<file path="src/rtl/uncache_unit.sv">
// Uncached data-side access unit: turns one held EX-stage load/store into a single bridge
// read or write transaction, stalling the pipeline until it completes.
module uncache_unit (
  input  logic        clk,
  input  logic        rst,
  input  logic        conv_en,
  input  logic [3:0]  conv_wen,
  input  logic [31:0] conv_addr,
  input  logic [31:0] conv_wdata,
  output logic [31:0] conv_rdata,
  output logic        stallreq_uncache,
  output logic        rd_req,
  output logic [31:0] rd_addr,
  output logic [1:0]  rd_size,
  input  logic        rd_addr_ok,
  input  logic        ret_valid,
  input  logic [31:0] ret_data,
  output logic        wr_req,
  output logic [31:0] wr_addr,
  output logic [1:0]  wr_size,
  output logic [3:0]  wr_wstrb,
  output logic [31:0] wr_data,
  input  logic        wr_addr_ok,
  input  logic        wr_done
);

  typedef enum logic [2:0] {
    IDLE    = 3'd0,
    RD_REQ  = 3'd1,
    RD_WAIT = 3'd2,
    WR_REQ  = 3'd3,
    WR_WAIT = 3'd4,
    DONE    = 3'd5
  } state_t;

  state_t      state;
  state_t      state_nxt;
  logic [31:0] req_addr;
  logic [3:0]  req_wen;
  logic [31:0] req_wdata;
  logic [31:0] rdata_q;
  logic        accept;

  assign accept = (state == IDLE) && conv_en;

  // Request fields are captured once at acceptance so the bridge sees them stable
  // regardless of what the pipeline does with the EX inputs afterwards.
  always_ff @(posedge clk or negedge rst) begin
    if (!rst) begin
      state     <= IDLE;
      req_addr  <= 32'h0;
      req_wen   <= 4'h0;
      req_wdata <= 32'h0;
      rdata_q   <= 32'h0;
    end else begin
      state <= state_nxt;
      if (accept) begin
        req_addr  <= conv_addr & 32'h1FFF_FFFF;
        req_wen   <= conv_wen;
        req_wdata <= conv_wdata;
      end
      if ((state == RD_WAIT) && ret_valid) begin
        rdata_q <= ret_data;
      end
    end
  end

  always_comb begin
    state_nxt        = state;
    rd_req           = 1'b0;
    wr_req           = 1'b0;
    stallreq_uncache = 1'b0;
    case (state)
      IDLE: begin
        stallreq_uncache = conv_en;
        if (conv_en) begin
          state_nxt = (conv_wen == 4'h0) ? RD_REQ : WR_REQ;
        end
      end
      RD_REQ: begin
        rd_req           = 1'b1;
        stallreq_uncache = 1'b1;
        if (rd_addr_ok) state_nxt = RD_WAIT;
      end
      RD_WAIT: begin
        stallreq_uncache = 1'b1;
        if (ret_valid) state_nxt = DONE;
      end
      WR_REQ: begin
        wr_req           = 1'b1;
        stallreq_uncache = 1'b1;
        if (wr_addr_ok) state_nxt = WR_WAIT;
      end
      WR_WAIT: begin
        stallreq_uncache = 1'b1;
        if (wr_done) state_nxt = DONE;
      end
      // Stall drops for this single cycle so the held instruction retires exactly once.
      DONE:    state_nxt = IDLE;
      default: state_nxt = IDLE;
    endcase
  end

  always_comb begin
    case (req_wen)
      4'b0011, 4'b1100:                   wr_size = 2'b01;
      4'b0001, 4'b0010, 4'b0100, 4'b1000: wr_size = 2'b00;
      default:                            wr_size = 2'b10;
    endcase
  end

  assign rd_addr    = {req_addr[31:2], 2'b00};
  assign rd_size    = 2'b10;
  assign wr_addr    = req_addr;
  assign wr_wstrb   = req_wen;
  assign wr_data    = req_wdata;
  assign conv_rdata = rdata_q;

endmodule

</file>
<file path="config.mk">
export PLATFORM = sky130hd
export DESIGN_NAME = uncache_unit
export DESIGN_NICKNAME = d
export VERILOG_FILES = /design/src/rtl/uncache_unit.sv
export SDC_FILE = /design/constraint.sdc
export NUM_CORES = 1
export LEC_CHECK = 0
export BUFFER_PORTS_ARGS = -buffer_cell sky130_fd_sc_hd__buf_2
export CAP_MARGIN = 20
export CORE_ASPECT_RATIO = 1.25
export CORE_UTILIZATION = 40
export DETAILED_ROUTE_END_ITERATION = 6
export GPL_ROUTABILITY_DRIVEN = 1
export HOLD_SLACK_MARGIN = 0.06
export PLACE_DENSITY = 0.82
export SETUP_SLACK_MARGIN = 0.2
export SLEW_MARGIN = 15
export SYNTH_ARGS = -nofsm -noshare
export SYNTH_HDL_FRONTEND = slang
export SYNTH_SLANG_ARGS = --single-unit
</file>
<file path="constraint.sdc">
create_clock -name clk -period 1.5 [get_ports clk]
set_clock_uncertainty 0.1 [all_clocks]
set_input_delay 0.3 -clock clk [delete_from_list [all_inputs] [get_ports clk]]
set_output_delay 0.3 -clock clk [all_outputs]
set_load 0.03 [all_outputs]
</file>
# After elaboration in Yosys (flattened, before gate mapping)
# Index checks and enable logic that the tools add are counted.
# word_totals
reg_bits,100
in_bits,107
wordCells,39
# op_classes
n_eq_ne,15
n_mux,11
n_reduce_logical,8
# op_table
operator,count
two-way mux 3 bit,5
one-hot mux 3 bit (5 select lines),1
inequality test 2 bit (second input constant),5
== test 4 x 2 -> 1 bit (second input constant),2
== test 4 bit (second input constant),2
OR reduction 4 bit,2
== test 3 x 2 -> 1 bit (second input constant),2
AND reduction 5 bit,1
== test 4 x 1 -> 1 bit (second input constant),1
== test 4 x 3 -> 1 bit (second input constant),1
zero test 4 bit,1
one-hot mux 2 bit (2 select lines),1
== test 3 x 1 -> 1 bit (second input constant),1
== test 3 bit (second input constant),1
zero test 3 bit,1
logical AND 1 bit,2
two-way mux 1 bit,2
two-way mux 2 bit,1
one-hot mux 1 bit (2 select lines),1
OR reduction 2 bit,1

# Depth between registers and ports, before layout
# Gate-level depths: netlist (run 1).
# depth
word_depth,4
mapped_depth,6

# Worst setup path before layout (run 1)
# OpenSTA, ideal clock, no wires.
# synth_path
kind,flip-flop to output port
startpoint,register state[0]
endpoint,output wr_req
arrival_time_ps,1332
t_required_ps,1100
slack_ps,-232
stages_incl_launch_ff,4
n_path_buf,1
cell_sequence,dfrtp_1 > clkbuf_2 > inv_1 > nor3b_1
# synth_between
elab_chain_len,2
# synth_rtl
item,line_no,source
"start, declared",36,state_t state;
"start signal, assigned",56,state <= state_nxt;
== test 3 x 2 -> 1 bit,73,case (state)
two-way mux 1 bit,73,
"end, declared",18,"output logic wr_req,"
# No other way between the ends.

# Final worst setup path (run 1)
# layout_path
startpoint,register state[0]
endpoint,"register req_addr[20], in the netlist wr_addr[20]"
# layout_between
elab_chain_len,2
# layout_rtl
item,line_no,source
zero test 3 bit,44,assign accept = (state == IDLE) && conv_en;
logical AND 1 bit,44,
"end signal, assigned",58,req_addr <= conv_addr & 32'h1FFF_FFFF;
"end, declared",38,logic [31:0] req_addr;
# No other way between the ends.
# A chain may end at the register's enable or synchronous reset.

==> metrics.txt, run 1 <==
# TYPE chip_impl_metric gauge
chip_impl_info{name="unrepaired_setup_endpoints_after_global_routing",value="true"} 1
chip_impl_info{name="most-common-layout-cells",value="buf_6, buf_2, dfrtp_1, mux2_4, buf_4"} 1
chip_impl_metric{name="crit_path_max_fanout",unit=""} 8
chip_impl_metric{name="io_pins",unit=""} 246
chip_impl_metric{name="grt_use_total",unit="%"} 20.4
chip_impl_metric{name="worst_ep_arrival_time",unit="ps"} 1890
chip_impl_metric{name="clock_sinks",unit=""} 100
chip_impl_metric{name="drcViolationCount",unit=""} 0
chip_impl_info{name="holdCritPathClass",value="in2reg"} 1
chip_impl_metric{name="routed_wire_length_per_instance",unit="um"} 19.2
chip_impl_metric{name="grt_first_pass_wirelength",unit="mm"} 17.7
chip_impl_info{name="status",value="finished with violations"} 1
chip_impl_info{name="worst_setup_path_end_kind",value="register"} 1
chip_impl_metric{name="initial_antenna_violation_count",unit=""} 0
chip_impl_metric{name="num_vias",unit=""} 3457
chip_impl_metric{name="die_w",unit="um"} 96.5
chip_impl_metric{name="powerDensity",unit="nW/um^2"} 2790
chip_impl_metric{name="post-layout-total-power",unit="mW"} 21.7
chip_impl_info{name="hold_path_startpoint",value="conv_addr[8]"} 1
chip_impl_metric{name="maxSlewViolCount",unit=""} 0
chip_impl_info{name="regToRegStartpoint",value="state[0]$_DFFE_PN0P_"} 1
chip_impl_metric{name="dieArea",unit="um^2"} 11600
chip_impl_metric{name="average_footprint_of_a_synthesized_cell",unit="um^2"} 16.0
chip_impl_metric{name="synthArstFlopShare",unit="%"} 100
chip_impl_info{name="synth_area_leaders",value="dfrtp_1, mux2_4, mux2_2"} 1
chip_impl_metric{name="period_share",unit="%"} 118
chip_impl_metric{name="irDropWorstVdd",unit="V"} 0.00129
chip_impl_metric{name="mappedNetlistArea",unit="um^2"} 4460
chip_impl_metric{name="design.final.nets",unit=""} 691
chip_impl_metric{name="leakagePower",unit="nW"} 3.89
chip_impl_info{name="start_kind",value="register"} 1
chip_impl_metric{name="via_per_inst",unit=""} 4.79
chip_impl_metric{name="synth_seq_area_share",unit="%"} 56.1
chip_impl_metric{name="edff_count_synth",unit=""} 0
chip_impl_metric{name="synthCells",unit=""} 279
chip_impl_metric{name="dp_hpwl",unit="mm"} 7.46
chip_impl_metric{name="ys_seq_elements",unit=""} 100
chip_impl_metric{name="final_hold_viol_count",unit=""} 0
chip_impl_metric{name="drv.max_cap_violation_count",unit=""} 0
chip_impl_metric{name="detail_route.wirelength",unit="mm"} 13.8
chip_impl_metric{name="clk_latency",unit="ps"} 340
chip_impl_metric{name="grt_remaining_overflow",unit=""} 0
chip_impl_metric{name="cts.reportedPaths.clkPinSlew",unit="ps"} 80
chip_impl_metric{name="via_count_of_the_first_global_routing_pass",unit=""} 3598
chip_impl_metric{name="detailedRoute.firstIterationViolations",unit=""} 80
chip_impl_metric{name="max_clock_buf_depth",unit=""} 2
chip_impl_metric{name="drt_pass1_iterations",unit=""} 4
chip_impl_metric{name="cts-buffers-inserted",unit=""} 9
chip_impl_metric{name="portBuffers",unit=""} 232
chip_impl_metric{name="cts_htree_levels",unit=""} 3
chip_impl_metric{name="r2r_setup_slack",unit="ps"} -270
chip_impl_metric{name="max_freq",unit="MHz"} 565
chip_impl_metric{name="final.min_clock_period",unit="ps"} 1770
chip_impl_metric{name="postLayoutSetupSlackWorst",unit="ps"} -271
chip_impl_info{name="violations",value="setup timing"} 1
chip_impl_metric{name="core-area",unit="um^2"} 10700
chip_impl_metric{name="postRouteAntennaNets",unit=""} 0
chip_impl_info{name="clock-root-buffer",value="clkbuf_16"} 1
chip_impl_info{name="synth_top_cell_by_area",value="dfrtp_1"} 1
chip_impl_metric{name="initial_utilization",unit="%"} 41.6
chip_impl_metric{name="syn_to_final_growth",unit="%"} 73.9
chip_impl_metric{name="standard_cell_rows",unit=""} 42
chip_impl_info{name="startpoint",value="state[0]$_DFFE_PN0P_"} 1
chip_impl_metric{name="floorplan.die.height",unit="um"} 120
chip_impl_info{name="worst-setup-path-type",value="reg2reg"} 1
chip_impl_metric{name="worstPathRequired",unit="ps"} 1620
chip_impl_metric{name="antenna_cells_inserted",unit=""} 0
chip_impl_info{name="tritoncts_clock_tree",value="done"} 1
chip_impl_info{name="layout.cells.most_common",value="buf_6"} 1
chip_impl_metric{name="finalHoldWorstSlack",unit="ps"} 78.0
chip_impl_metric{name="final.fill_count",unit=""} 643
chip_impl_metric{name="count_of_different_cell_masters_after_synthesis",unit=""} 27
chip_impl_info{name="ys.flop_type",value="dfrtp_1"} 1
chip_impl_metric{name="grt_max_degree",unit=""} 54
chip_impl_metric{name="post_synth_top_area_share",unit="%"} 56.1
chip_impl_metric{name="place.gp.congestion",unit=""} 0.756
chip_impl_metric{name="place_worst_setup_slack",unit="ps"} -173
chip_impl_metric{name="ys.warnings.count",unit=""} 0
chip_impl_metric{name="drive_gt1_share",unit="%"} 80.5
chip_impl_metric{name="setup_viol",unit=""} 104
[registers in the layout, summed over array words and instances, names as in the netlist]
register / count
wr_wstrb: 4
conv_rdata: 32
state: 3
wr_addr: 29
wr_data: 32
[cell usage after synthesis, types with 3 or more instances]
library cell / count
nor2_1: 4
buf_6: 5
nand3_1: 3
buf_4: 38
mux2_2: 48
buf_12: 5
inv_1: 4
mux2_4: 50
dfrtp_1: 100
[worst paths after layout]
kind | endpoint | depth (start not counted)
setup / recovery | wr_addr[20]$_DFFE_PN0P_ | 6
hold / removal | wr_addr[8]$_DFFE_PN0P_ | 2
setup reg to reg | wr_addr[20]$_DFFE_PN0P_ | 6
hold reg to reg | wr_data[8]$_DFFE_PN0P_ | 1
max in group asynchronous | wr_addr[22]$_DFFE_PN0P_ | 3
min in group asynchronous | conv_rdata[21]$_DFFE_PN0P_ | 3
[layout make-up]
| cell class | instances | area [um^2] | area share, % |
|---|---|---|---|
| well taps | 132 | 165 | 2.13 |
| clock buffers | 10 | 239 | 3.08 |
| inverters | 4 | 17.5 | 0.226 |
| flip-flops and latches | 100 | 2510 | 32.4 |
| multi-input cells | 133 | 1730 | 22.3 |
| clock inverters | 6 | 47.5 | 0.613 |
| repair buffers | 336 | 3050 | 39.3 |
[worst max-delay path: stages (launching register included)]
cell       delay [ps]
dfrtp_2           450
buf_6             140
nor3_4            210
buf_12            150
clkbuf_16         160
buf_4             140
mux2_4            300
[layer usage]
metal	vias to the layer above	wire, um	share of wire (%)	track usage, %
met5	-	0	0	0
met4	0	432	3.1	7.63
met3	31	829	6.0	4.94
met2	177	7670	55	38.7
met1	1725	4900	35	20.8
li1	1524	-	-	-
[kinds of logic after synthesis]
group	synth area share, %
other cells	0.168
compound gates	0.645
buf+inv	10.5
mux	29.7
simple gates	2.78
flops	56.1
xor+xnor	0.196
[metrics by stage]
step,area [um^2],cells,TNS (ps),util [%]
after floorplan,4550,287,-8050,-
after global placement,5670,627,-7760,52.9
after detailed placement,5670,627,-11630,52.9
after CTS,7050,678,-16350,65.8
after global routing,7760,721,-25120,72.4
final,7760,721,-20080,72.4
[power by group]
part	internal (mW)	switching, mW
logic	7.53	6.39
clock network	1.19	1.06
registers	4.11	1.38
[timing repair]
item | CTS | global route
cloned | 2 | 4
resized for setup | 253 | 89
buffers inserted | 32 | 39
endpoints found under the hold margin | 100 | 0
setup endpoints to repair | 224 | 229
hold buffers | 1 | 0
pin swaps | 4 | 5
Power figures use the tool's default switching activity.
==> run 2: changes to the inputs <==
--- a/config.mk
+++ b/config.mk
@@ -8,11 +8,12 @@
 export BUFFER_PORTS_ARGS = -buffer_cell sky130_fd_sc_hd__buf_2
 export CAP_MARGIN = 20
 export CORE_ASPECT_RATIO = 1.25
-export CORE_UTILIZATION = 40
+export CORE_UTILIZATION = 29
 export DETAILED_ROUTE_END_ITERATION = 6
 export GPL_ROUTABILITY_DRIVEN = 1
+export GPL_TIMING_DRIVEN = 0
 export HOLD_SLACK_MARGIN = 0.06
-export PLACE_DENSITY = 0.82
+export PLACE_DENSITY = 0.64
 export SETUP_SLACK_MARGIN = 0.2
 export SLEW_MARGIN = 15
 export SYNTH_ARGS = -nofsm -noshare
==> run 2 against run 1 <==
  * The run still ends with setup timing left
  * Die area rose by 37%
  * First-iteration DRC count fell by 34%
  * Final cell count rose by 11%
  * Non-clock buffer count rose by 28
  * Via count fell by 0.95%
  * Worst hold slack barely moved
  * Clock power rose by 5%
  * Register-to-register slack got worse by 20 ps
  * Sequential share of layout area fell by 1.6 points
  * Largest cell class unchanged
  * Fmax fell by 1.4%
  * Setup slack got worse by 25 ps
==> metrics.txt, run 2 (synthesis gave the netlist of run 1 again) <==
# TYPE chip_impl_metric gauge
chip_impl_metric{name="final_hold_viol_count",unit=""} 0
chip_impl_metric{name="dp_cells",unit=""} 702
chip_impl_metric{name="worst_ep_arrival_time",unit="ps"} 1920
chip_impl_metric{name="initial_antenna_violation_count",unit=""} 0
chip_impl_metric{name="crit_path_max_fanout",unit=""} 6
chip_impl_info{name="worst-setup-path-type",value="reg2reg"} 1
chip_impl_info{name="layout.cells.most_common",value="buf_6"} 1
chip_impl_info{name="regToRegStartpoint",value="state[1]$_DFFE_PN0P_"} 1
chip_impl_metric{name="grt_use_total",unit="%"} 15.5
chip_impl_metric{name="period_share",unit="%"} 120
chip_impl_metric{name="design.final.nets",unit=""} 719
chip_impl_metric{name="clock_sinks",unit=""} 100
chip_impl_metric{name="powerDensity",unit="nW/um^2"} 2720
chip_impl_metric{name="die_w",unit="um"} 113
chip_impl_metric{name="detailedRoute.firstIterationViolations",unit=""} 53
chip_impl_metric{name="setup_viol",unit=""} 103
chip_impl_info{name="holdCritPathClass",value="in2reg"} 1
chip_impl_metric{name="via_per_inst",unit=""} 4.29
chip_impl_metric{name="io_pins",unit=""} 246
chip_impl_metric{name="final.min_clock_period",unit="ps"} 1800
chip_impl_metric{name="drive_gt1_share",unit="%"} 80.2
chip_impl_metric{name="drv.max_cap_violation_count",unit=""} 0
chip_impl_metric{name="worst-r2r-cell-count",unit=""} 8
chip_impl_metric{name="portBuffers",unit=""} 232
chip_impl_metric{name="finalHoldWorstSlack",unit="ps"} 77.8
chip_impl_metric{name="grt_first_pass_wirelength",unit="mm"} 18.9
chip_impl_metric{name="via_count_of_the_first_global_routing_pass",unit=""} 3717
chip_impl_metric{name="dp_hpwl",unit="mm"} 7.66
chip_impl_info{name="status",value="finished with violations"} 1
chip_impl_metric{name="postRouteAntennaNets",unit=""} 0
chip_impl_info{name="worst_setup_path_end_kind",value="register"} 1
chip_impl_metric{name="num_vias",unit=""} 3424
chip_impl_metric{name="worstPathRequired",unit="ps"} 1630
chip_impl_metric{name="fin_setup_tns",unit="ps"} -20480
chip_impl_metric{name="routed_wire_length_per_instance",unit="um"} 15.7
chip_impl_metric{name="core-area",unit="um^2"} 15000
chip_impl_metric{name="drt_pass1_iterations",unit=""} 4
chip_impl_info{name="hold_path_startpoint",value="ret_data[7]"} 1
chip_impl_metric{name="dieArea",unit="um^2"} 15900
chip_impl_metric{name="standard_cell_rows",unit=""} 50
chip_impl_metric{name="antenna_cells_inserted",unit=""} 0
chip_impl_metric{name="final.fill_count",unit=""} 1193
chip_impl_metric{name="cts.reportedPaths.clkPinSlew",unit="ps"} 70
chip_impl_info{name="min_to",value="conv_rdata[7]$_DFFE_PN0P_"} 1
chip_impl_metric{name="postLayoutSetupSlackWorst",unit="ps"} -295
chip_impl_metric{name="grt_remaining_overflow",unit=""} 0
chip_impl_metric{name="floorplan.die.height",unit="um"} 141
chip_impl_metric{name="clk_latency",unit="ps"} 340
chip_impl_metric{name="initial_utilization",unit="%"} 29.7
chip_impl_metric{name="syn_to_final_growth",unit="%"} 82.6
chip_impl_metric{name="post-layout-total-power",unit="mW"} 22.2
chip_impl_info{name="unrepaired_setup_endpoints_after_global_routing",value="true"} 1
chip_impl_metric{name="drcViolationCount",unit=""} 0
chip_impl_metric{name="stdcell_count",unit=""} 799
chip_impl_metric{name="detail_route.wirelength",unit="mm"} 12.5
chip_impl_info{name="reg2reg_to",value="wr_addr[23]$_DFFE_PN0P_"} 1
chip_impl_metric{name="r2r_setup_slack",unit="ps"} -300
chip_impl_metric{name="cts-buffers-inserted",unit=""} 9
chip_impl_info{name="most-common-layout-cells",value="buf_6, buf_2, dfrtp_1, buf_4, mux2_4"} 1
chip_impl_metric{name="leakagePower",unit="nW"} 4.05
chip_impl_metric{name="cts_htree_levels",unit=""} 3
chip_impl_metric{name="grt_max_degree",unit=""} 81
chip_impl_metric{name="timing.hold.worst_path_depth",unit=""} 2
chip_impl_info{name="start_kind",value="register"} 1
chip_impl_metric{name="max_clock_buf_depth",unit=""} 2
chip_impl_metric{name="irDropWorstVdd",unit="V"} 0.00167
chip_impl_info{name="tritoncts_clock_tree",value="done"} 1
chip_impl_metric{name="maxSlewViolCount",unit=""} 0
chip_impl_metric{name="max_freq",unit="MHz"} 557
chip_impl_metric{name="place.gp.congestion",unit=""} 0.743
chip_impl_info{name="violations",value="setup timing"} 1
chip_impl_info{name="clock-root-buffer",value="clkbuf_16"} 1
==> run 2: critical path, stage by stage, from the launching register on <==
cell and delay [ps]:
dfrtp_1 370, buf_6 130, nand2b_4 150, nor3_4 160, buf_12 160, buf_6 90
buf_6 100, buf_16 110, mux2_4 290
==> run 2: repair_timing <==
| item | 4_1_cts | 5_1_grt |
|---|---|---|
| gates cloned | 7 | 1 |
| hold buffers | 2 | 0 |
| endpoints found under the setup margin | 228 | 228 |
| endpoints found under the hold margin | 59 | 0 |
| resized for setup | 331 | 4 |
| pin swaps | 9 | 4 |
| setup buffers | 41 | 30 |
==> run 2: per-layer routing <==
metal / vias up / part of all wire (%) / track usage [%]
met5: - / 0 / 0
met4: 0 / 2.7 / 7.55
met1: 1683 / 36 / 16.1
li1: 1575 / - / -
met2: 142 / 56 / 29.4
met3: 24 / 4.9 / 3.27
==> run 2: where the power goes <==
| group | total (mW) | leakage [nW] | switching [mW] | internal [mW] |
|---|---|---|---|---|
| Combinational | 14.4 | 2.71 | 6.42 | 8.03 |
| Sequential | 5.35 | 1.19 | 1.25 | 4.10 |
| Clock | 2.36 | 0.148 | 1.05 | 1.31 |
==> run 2: final cells by class <==
| class | instances | area, um^2 | area share [%] |
|---|---|---|---|
| plain buffers | 50 | 589 | 7.23 |
| clock buffers | 10 | 229 | 2.81 |
| clock inverters | 6 | 70.1 | 0.860 |
| inverters | 4 | 17.5 | 0.215 |
| multi-input cells | 133 | 1650 | 20.3 |
| flip-flops and latches | 100 | 2500 | 30.7 |
| well taps | 182 | 228 | 2.80 |
| repair buffers | 314 | 2850 | 35.0 |
==> run 2: through the flow <==
step / setup WS, ps / util, % / instance area, um^2
finish: -295 / 54.3 / 8150
global placement: -1150 / 39.5 / 5940
global route: -372 / 54.3 / 8150
detailed placement: -247 / 39.8 / 5970
floorplan: -109 / - / 4550
CTS: -313 / 52.4 / 7870
==> run 2: worst max-delay path by stage <==
stage / depth (start not counted) / endpoint / start / slack (ps)
floorplan: 6 / wr_addr[0]$_DFFE_PN0P_ / state[1]$_DFFE_PN0P_ / -110
global placement: 1 / wr_wstrb[3]$_DFFE_PN0P_ / rst / -1150
detailed placement: 5 / conv_rdata[13]$_DFFE_PN0P_ / state[1]$_DFFE_PN0P_ / -250
CTS: 4 / stallreq_uncache / state[0]$_DFFE_PN0P_ / -310
global route: 8 / wr_addr[23]$_DFFE_PN0P_ / state[1]$_DFFE_PN0P_ / -370
finish: 8 / wr_addr[23]$_DFFE_PN0P_ / state[1]$_DFFE_PN0P_ / -300
